## src/rtl/weight_fetch_sequencer.sv

```systemverilog
// ============================================================================
// weight_fetch_sequencer : arbitrates host writes and streamed weight reads
//                          for one single-port weight BRAM feeding a MAC.
// Revision : 1.0 - initial release
// ============================================================================
`default_nettype none

module weight_fetch_sequencer #(
   parameter int DEPTH  = 28,
   parameter int ADDR_W = 5,
   parameter int DATA_W = 16
) (
   input  logic              CLK,
   input  logic              RST,
   input  logic              START,
   output logic              BUSY,
   output logic              DONE,
   input  logic              LD_VALID,
   output logic              LD_READY,
   input  logic [ADDR_W-1:0] LD_ADDR,
   input  logic [DATA_W-1:0] LD_DATA,
   output logic              LD_ERR,
   output logic [ADDR_W-1:0] BRAM_ADDR,
   output logic [DATA_W-1:0] BRAM_DI,
   output logic              BRAM_EN,
   output logic              BRAM_WE,
   input  logic [DATA_W-1:0] BRAM_DO,
   output logic              W_VALID,
   input  logic              W_READY,
   output logic [DATA_W-1:0] W_DATA,
   output logic [ADDR_W-1:0] W_INDEX,
   output logic              W_LAST
);

   // One extra pointer bit so the saturated value DEPTH is representable
   // even when DEPTH == 2**ADDR_W.
   localparam int                PTR_W    = ADDR_W + 1;
   localparam logic [PTR_W-1:0]  DEPTH_P  = PTR_W'(DEPTH);
   localparam logic [ADDR_W-1:0] LAST_IDX = ADDR_W'(DEPTH - 1);

   typedef enum logic [0:0] {
      ST_IDLE = 1'b0,
      ST_RUN  = 1'b1
   } state_t;

   state_t              state_q,   state_d;
   logic [PTR_W-1:0]    rd_ptr_q,  rd_ptr_d;
   logic                w_valid_q, w_valid_d;
   logic [ADDR_W-1:0]   w_index_q, w_index_d;
   logic                done_q,    done_d;
   logic                ld_err_q,  ld_err_d;

   logic                ld_in_range;
   logic                issue;
   logic                handshake;

   assign ld_in_range = {1'b0, LD_ADDR} < DEPTH_P;
   assign handshake   = w_valid_q && W_READY;

   assign BUSY    = (state_q == ST_RUN);
   assign DONE    = done_q;
   assign LD_ERR  = ld_err_q;
   assign W_VALID = w_valid_q;
   assign W_INDEX = w_index_q;
   assign W_LAST  = w_valid_q && (w_index_q == LAST_IDX);
   assign W_DATA  = BRAM_DO;
   assign BRAM_DI = LD_DATA;

   always_comb begin
      state_d   = state_q;
      rd_ptr_d  = rd_ptr_q;
      w_valid_d = w_valid_q;
      w_index_d = w_index_q;
      done_d    = 1'b0;
      ld_err_d  = 1'b0;
      LD_READY  = 1'b0;
      BRAM_EN   = 1'b0;
      BRAM_WE   = 1'b0;
      BRAM_ADDR = '0;
      issue     = 1'b0;

      case (state_q)
         ST_IDLE: begin
            w_valid_d = 1'b0;
            LD_READY  = LD_VALID && !START;
            if (LD_READY) begin
               if (ld_in_range) begin
                  BRAM_EN   = 1'b1;
                  BRAM_WE   = 1'b1;
                  BRAM_ADDR = LD_ADDR;
               end else begin
                  ld_err_d = 1'b1;
               end
            end
            if (START) begin
               state_d  = ST_RUN;
               rd_ptr_d = '0;
            end
         end

         ST_RUN: begin
            // Holding EN low on a stall freezes BRAM DO, which keeps W_DATA stable.
            issue = (rd_ptr_q < DEPTH_P) && (!w_valid_q || W_READY);
            if (handshake) begin
               w_valid_d = 1'b0;
            end
            if (issue) begin
               BRAM_EN   = 1'b1;
               BRAM_ADDR = rd_ptr_q[ADDR_W-1:0];
               rd_ptr_d  = rd_ptr_q + PTR_W'(1);
               w_valid_d = 1'b1;
               w_index_d = rd_ptr_q[ADDR_W-1:0];
            end
            if (handshake && W_LAST) begin
               state_d   = ST_IDLE;
               done_d    = 1'b1;
               w_valid_d = 1'b0;
            end
         end

         default: state_d = ST_IDLE;
      endcase
   end

   always_ff @(posedge CLK) begin
      if (RST) begin
         state_q   <= ST_IDLE;
         rd_ptr_q  <= '0;
         w_valid_q <= 1'b0;
         w_index_q <= '0;
         done_q    <= 1'b0;
         ld_err_q  <= 1'b0;
      end else begin
         state_q   <= state_d;
         rd_ptr_q  <= rd_ptr_d;
         w_valid_q <= w_valid_d;
         w_index_q <= w_index_d;
         done_q    <= done_d;
         ld_err_q  <= ld_err_d;
      end
   end

endmodule

`default_nettype wire

```

## config.mk

```make
export PLATFORM = sky130hd
export DESIGN_NAME = weight_fetch_sequencer
export DESIGN_NICKNAME = d
export VERILOG_FILES = /design/src/rtl/weight_fetch_sequencer.sv
export SDC_FILE = /design/constraint.sdc
export NUM_CORES = 1
export LEC_CHECK = 0
export ABC_CLOCK_PERIOD_IN_PS = 1440
export BUFFER_PORTS_ARGS = -buffer_cell sky130_fd_sc_hd__buf_2
export CAP_MARGIN = 30
export CELL_PAD_IN_SITES_DETAIL_PLACEMENT = 1
export CELL_PAD_IN_SITES_GLOBAL_PLACEMENT = 1
export CORE_MARGIN = 8
export CORE_UTILIZATION = 23
export DETAILED_ROUTE_END_ITERATION = 8
export HOLD_SLACK_MARGIN = 0.03
export PLACE_DENSITY_LB_ADDON = 0.1
export SYNTH_ARGS = -nofsm -noshare
export SYNTH_HDL_FRONTEND = slang
export SYNTH_SLANG_ARGS = --single-unit
```

## constraint.sdc

```tcl
create_clock -name CLK -period 1.44 [get_ports CLK]
set_clock_uncertainty 0.05 [all_clocks]
set_input_delay 0 -clock CLK [delete_from_list [all_inputs] [get_ports CLK]]
set_output_delay 0 -clock CLK [all_outputs]
set_load 0.005 [all_outputs]
```

# After elaboration in Yosys (flattened, before gate mapping)
# Index checks and enable logic that the tools add are counted.
dict set report word_totals {
  ff_bits 15
  latchBits 0
  ram_bits 0
  mem_bits_ro 0
  out_inout_bits 50
  n_memories 0
}
dict set report op_classes {
  n_addsub 1
  multipliers 0
  div_mod_pow 0
  magnitude_cmp 2
  eq_ne 4
  shift 0
  n_mux 22
  bitwise 2
  n_reduce_logical 12
}
# operator n
set ops {}
lappend ops {{5-bit two-way mux} 3}
lappend ops {{1-bit two-way mux} 12}
lappend ops {{6-bit two-way mux} 2}
lappend ops {{6-bit case mux with 2 select lines} 1}
lappend ops {{5-bit case mux with 2 select lines} 1}
lappend ops {{6-bit by 1-bit adder with 6-bit output (second input constant)} 1}
lappend ops {{6-bit by 5-bit less-than comparator with 1-bit output (second input constant)} 1}
lappend ops {{1-bit case mux with 2 select lines} 3}
lappend ops {{5-bit equality test (second input constant)} 1}
lappend ops {{1-bit logical AND} 5}
lappend ops {{5-bit less-than comparator (second input constant)} 1}
lappend ops {{4-bit by 1-bit inequality test with 1-bit output (second input constant)} 1}
lappend ops {{2-bit AND reduction} 2}
lappend ops {{3-bit OR reduction} 1}
lappend ops {{1-bit zero test} 2}
lappend ops {{2-bit by 1-bit inequality test with 1-bit output (second input constant)} 1}
lappend ops {{2-bit inequality test (second input constant)} 1}
lappend ops {{1-bit inverter} 2}
lappend ops {{2-bit OR reduction} 1}
lappend ops {{1-bit logical OR} 1}

# Longest topological paths before layout
dict set report logic_depth {
  depth_word 6
  ltp_mapped 6
  mapped_depth_nobuf 5
}

# Worst setup path after synthesis
# No wires, ideal clock.
dict set report synth_timing {
  kind {register to register}
  from {reg rd_ptr_q[3]}
  to {reg rd_ptr_q[0]}
  setup_ps 128
  arrival_time_ps 1079
  setup_slack_ps 183
  stages_incl_launch_ff 7
  path_buffers 2
  synth_period_minus_slack_ps 1257
  cell_sequence {dfxtp_1 nand3_2 and4_4 buf_6 buf_6 mux2i_1 nor2_1}
}
dict set report synth_via {
  elab_chain_cells 4
}
# element line
set synth_lines {}
lappend synth_lines {{start: declaration} 47} ;# logic [PTR_W-1:0] rd_ptr_q, rd_ptr_d;
lappend synth_lines {{start signal: assignment} 135} ;# rd_ptr_q <= rd_ptr_d;
lappend synth_lines {{6-bit by 5-bit less-than comparator with 1-bit output} 103} ;# issue = (rd_ptr_q < DEPTH_P) && (!w_valid_q || W_READY);
lappend synth_lines {{1-bit logical AND} 103}
lappend synth_lines {{2-bit by 1-bit inequality test with 1-bit output (no source line)} -}
lappend synth_lines {{2-bit AND reduction (no source line)} -}
# No other way between the ends.
# A chain may end at the register's enable or synchronous reset.

# Worst setup path after layout
dict set report layout_timing {
  from {reg rd_ptr_q[2]}
  to {out BRAM_EN}
}
dict set report layout_via {
  elab_chain_cells 4
}
# element line
set layout_lines {}
lappend layout_lines {{6-bit by 5-bit less-than comparator with 1-bit output} 103}
lappend layout_lines {{1-bit logical AND} 103}
lappend layout_lines {{1-bit two-way mux} 107} ;# if (issue) begin
lappend layout_lines {{1-bit case mux with 2 select lines} 82} ;# case (state_q)
lappend layout_lines {{end: declaration} 25} ;# output logic BRAM_EN,
# No other way between the ends.

==> summary.txt <==
outcome - complete, no violations
placer congestion estimate - 0.680
width of the die - 80.6 µm
maximum buffer depth of the clock tree - 2
final slew viol count - 0
stage delay of the slowest cell on the critical path - 0.38 ns
slew margin rel. - 77.7%
met3 layer usage reported by global route - 2.68%
Util after Layout - 34.9%
reg-to-reg setup timing slack - 0.18 ns
Worst-path clk slew - 0.06 ns
residual antenna-violating net count after detailed routing - 0
Filler Cell Count - 478
initial cell density of the core - 24.0%
routed via count - 911
number of buffers inserted during clock tree synthesis - 3
H-tree levels - 1
upper clock frequency limit - 726 MHz
layout cells sized above 1 - 35.2%
initial antenna violation count - 0
Power Dens Cells - 717 nW/µm²
setup repair after global routing missed its margin - true
via density per instance - 4.36
detailed placer's ending HPWL - 2090 µm
final instance area - 1400 µm²
Floorplan Core Area - 4000 µm²
Setup crit end kind - output port
placed standard-cell area - 907 µm²
remaining design rule violation count - 0
vertical die dimension - 80.6 µm
global-route wire length before repair - 4940 µm
Boundary Pins - 92
Post-Synthesis Mean Instance Area - 7.99 µm²
TritonCTS clock tree - done
number of diodes - 0
routed wire length - 3270 µm
# nets final - 203
cell count after placement - 164
Crit Path Max Fanout - 8
Seq/Total Area, Yosys - 31.3%
actual transition at the worst max-transition pin - 0.330 ns
area growth from synthesis to layout - 45.7%
Root Buffer - sky130_fd_sc_hd__clkbuf_8
master of the slowest instance on the critical path - sky130_fd_sc_hd__dfxtp_4
Worst EP required - 1.39 ns
Most Crowded Layer GR - met2
first-iteration detailed-routing DRC count - 12
Clk Latency, worst-skew pair - 0.25 ns
count of placed standard cells in the final layout, fillers left out - 209
Hold Crit Class - in2reg
fin crit share - 95.6%
met2 GRT Util - 17.2%
CP Cell Sequence - nand3_4, and4_4, or2_2, buf_2
# setup viols final - 0
number of distinct library cells after synthesis - 28
worst hold-check slack - 0.0192 ns
final routed wire length divided by cell count - 15.6 µm
number of rows in the core area - 23
via count of the first global-routing pass - 1076
Post-Syn Area - 958 µm²
Post-Syn Nets - 163
signal arrival time at the worst endpoint - 1.33 ns
minimum period implied by the final worst setup slack - 1.38 ns
final hold violations - 0
sort of element at the start of the critical path - register
Setup Crit Path Kind - reg2out
number of synthesized register bits - 15
largest vdd supply drop - 270 µV
GRT met1 Usage - 10.2%
Remaining Overflow, GRT - 0
first-pass detailed-route iteration total - 3
yosys synthesis warning count - 0
cell count after synthesis - 120
largest net degree at the start of global routing - 17
max-cap check violation count - 0
Die Outline Area - 6490 µm²
Setup WS pre-CTS - 0.109 ns
leakage - 0.602 nW
number of clock sinks seen by CTS - 15
Global Route Usage Sum - 9.46%
final worst setup slack - 0.0635 ns
count of port buffers added during placement - 27
repair_timing:
| item | in CTS | in global routing |
|---|---|---|
| gates cloned | 0 | 0 |
| hold endpoints to repair | 33 | 0 |
| resized for setup | 8 | 6 |
| hold buffers | 35 | 0 |
| pin swaps | 1 | 4 |
| endpoints found under the setup margin | 7 | 6 |
| buffers inserted | 2 | 4 |
cell usage in the layout, fill, tap and decap left out, types with 9 or more instances in the layout:
cell and count:
sky130_fd_sc_hd__a21oi_1 9, sky130_fd_sc_hd__buf_4 9, sky130_fd_sc_hd__dlygate4sd3_1 35, sky130_fd_sc_hd__buf_2 27
sky130_fd_sc_hd__dfxtp_1 10, sky130_fd_sc_hd__nand2_1 20
metal layers:
metal,part of all wire [%],vias to the layer above
met5,0,-
met4,0.92,0
met3,5.4,3
met2,55,38
met1,39,423
li1,-,447
power by group:
| part | switching, W | leakage (nW) | internal [W] |
|---|---|---|---|
| combinational | 0.0000908 | 0.452 | 0.000124 |
| clock | 0.000162 | 0.0255 | 0.000192 |
| sequential | 0.0000124 | 0.125 | 0.000420 |
metrics by stage:
| stage | TNS (ns) | power (W) |
|---|---|---|
| CTS | 0 | 0.00101 |
| floorplan | 0 | 0.000580 |
| global route | -0.0261 | 0.00107 |
| detailed placement | 0 | 0.000552 |
| global placement | 0 | 0.000551 |
| finish | 0 | 0.00100 |
flip-flops by register name (all words and copies together), names as in the netlist:
register  cells
W_VALID       1
LD_ERR        1
W_INDEX       5
BUSY          1
rd_ptr_q      6
DONE          1
synth_stat cells:
| master | n | area share [%] |
|---|---|---|
| sky130_fd_sc_hd__nand2b_1 | 4 | 2.6 |
| sky130_fd_sc_hd__ha_1 | 1 | 1.3 |
| sky130_fd_sc_hd__nand4_1 | 2 | 1.3 |
| sky130_fd_sc_hd__a41oi_1 | 1 | 0.91 |
| sky130_fd_sc_hd__inv_1 | 3 | 1.2 |
| sky130_fd_sc_hd__and2_2 | 1 | 0.78 |
| sky130_fd_sc_hd__and4_4 | 1 | 1.2 |
| sky130_fd_sc_hd__nor3_1 | 3 | 1.6 |
| sky130_fd_sc_hd__nand3_1 | 3 | 1.6 |
| sky130_fd_sc_hd__mux2i_1 | 1 | 1.0 |
| sky130_fd_sc_hd__buf_4 | 32 | 25 |
| sky130_fd_sc_hd__nand2_1 | 21 | 8.2 |
| sky130_fd_sc_hd__nor2b_1 | 3 | 2.0 |
| sky130_fd_sc_hd__a31oi_2 | 1 | 1.3 |
| sky130_fd_sc_hd__nand3_2 | 1 | 1.0 |
| sky130_fd_sc_hd__a22o_2 | 3 | 3.1 |
| sky130_fd_sc_hd__a211oi_1 | 1 | 0.78 |
| sky130_fd_sc_hd__nor4_1 | 1 | 0.65 |
| sky130_fd_sc_hd__clkbuf_1 | 1 | 0.39 |
| sky130_fd_sc_hd__o21ai_0 | 2 | 1.0 |
| sky130_fd_sc_hd__a21oi_1 | 9 | 4.7 |
| sky130_fd_sc_hd__o32ai_1 | 1 | 0.91 |
| sky130_fd_sc_hd__or2_2 | 1 | 0.65 |
| sky130_fd_sc_hd__buf_6 | 2 | 2.3 |
| sky130_fd_sc_hd__clkbuf_2 | 1 | 0.52 |
| sky130_fd_sc_hd__a22o_1 | 1 | 0.91 |
| sky130_fd_sc_hd__dfxtp_1 | 15 | 31 |
| sky130_fd_sc_hd__nor2_1 | 4 | 1.6 |
final timing paths:
check | start | to | depth (start not counted)
setup / recovery | rd_ptr_q[2]$_SDFFE_PP0P_ | BRAM_EN | 4
hold / removal | W_READY | W_VALID$_SDFFE_PP0P_ | 3
setup reg to reg | rd_ptr_q[4]$_SDFFE_PP0P_ | rd_ptr_q[4]$_SDFFE_PP0P_ | 5
hold reg to reg | W_INDEX[0]$_SDFFE_PP0P_ | W_INDEX[0]$_SDFFE_PP0P_ | 2
area by class of cell:
type | count | area, µm² | share of cell area, %
clock buffer | 3 | 41.3 | 2.96
tap | 50 | 62.6 | 4.48
clock inverter | 1 | 5.00 | 0.358
inverter | 3 | 11.3 | 0.806
sequential | 15 | 314 | 22.5
multi-input combinational | 66 | 409 | 29.3
timing repair buffer | 71 | 553 | 39.6
cell families (layout without fill, tap and decap cells):
| family | count (synthesis) | in the layout | synth area share (%) |
|---|---|---|---|
| simple gates | 45 | 45 | 23.1 |
| buf+inv | 39 | 78 | 29.5 |
| compound gates | 19 | 19 | 13.7 |
| flops | 15 | 15 | 31.3 |
| fa+ha+maj | 1 | 1 | 1.31 |
| mux | 1 | 1 | 1.04 |
worst max-delay path, delay by kind of cell (launching register included):
kind | cells | cell delay, ns
AND/OR/NAND/NOR | 3 | 0.56
flip-flops | 1 | 0.38
buffers and inverters | 1 | 0.13
Power figures use the tool's default switching activity.
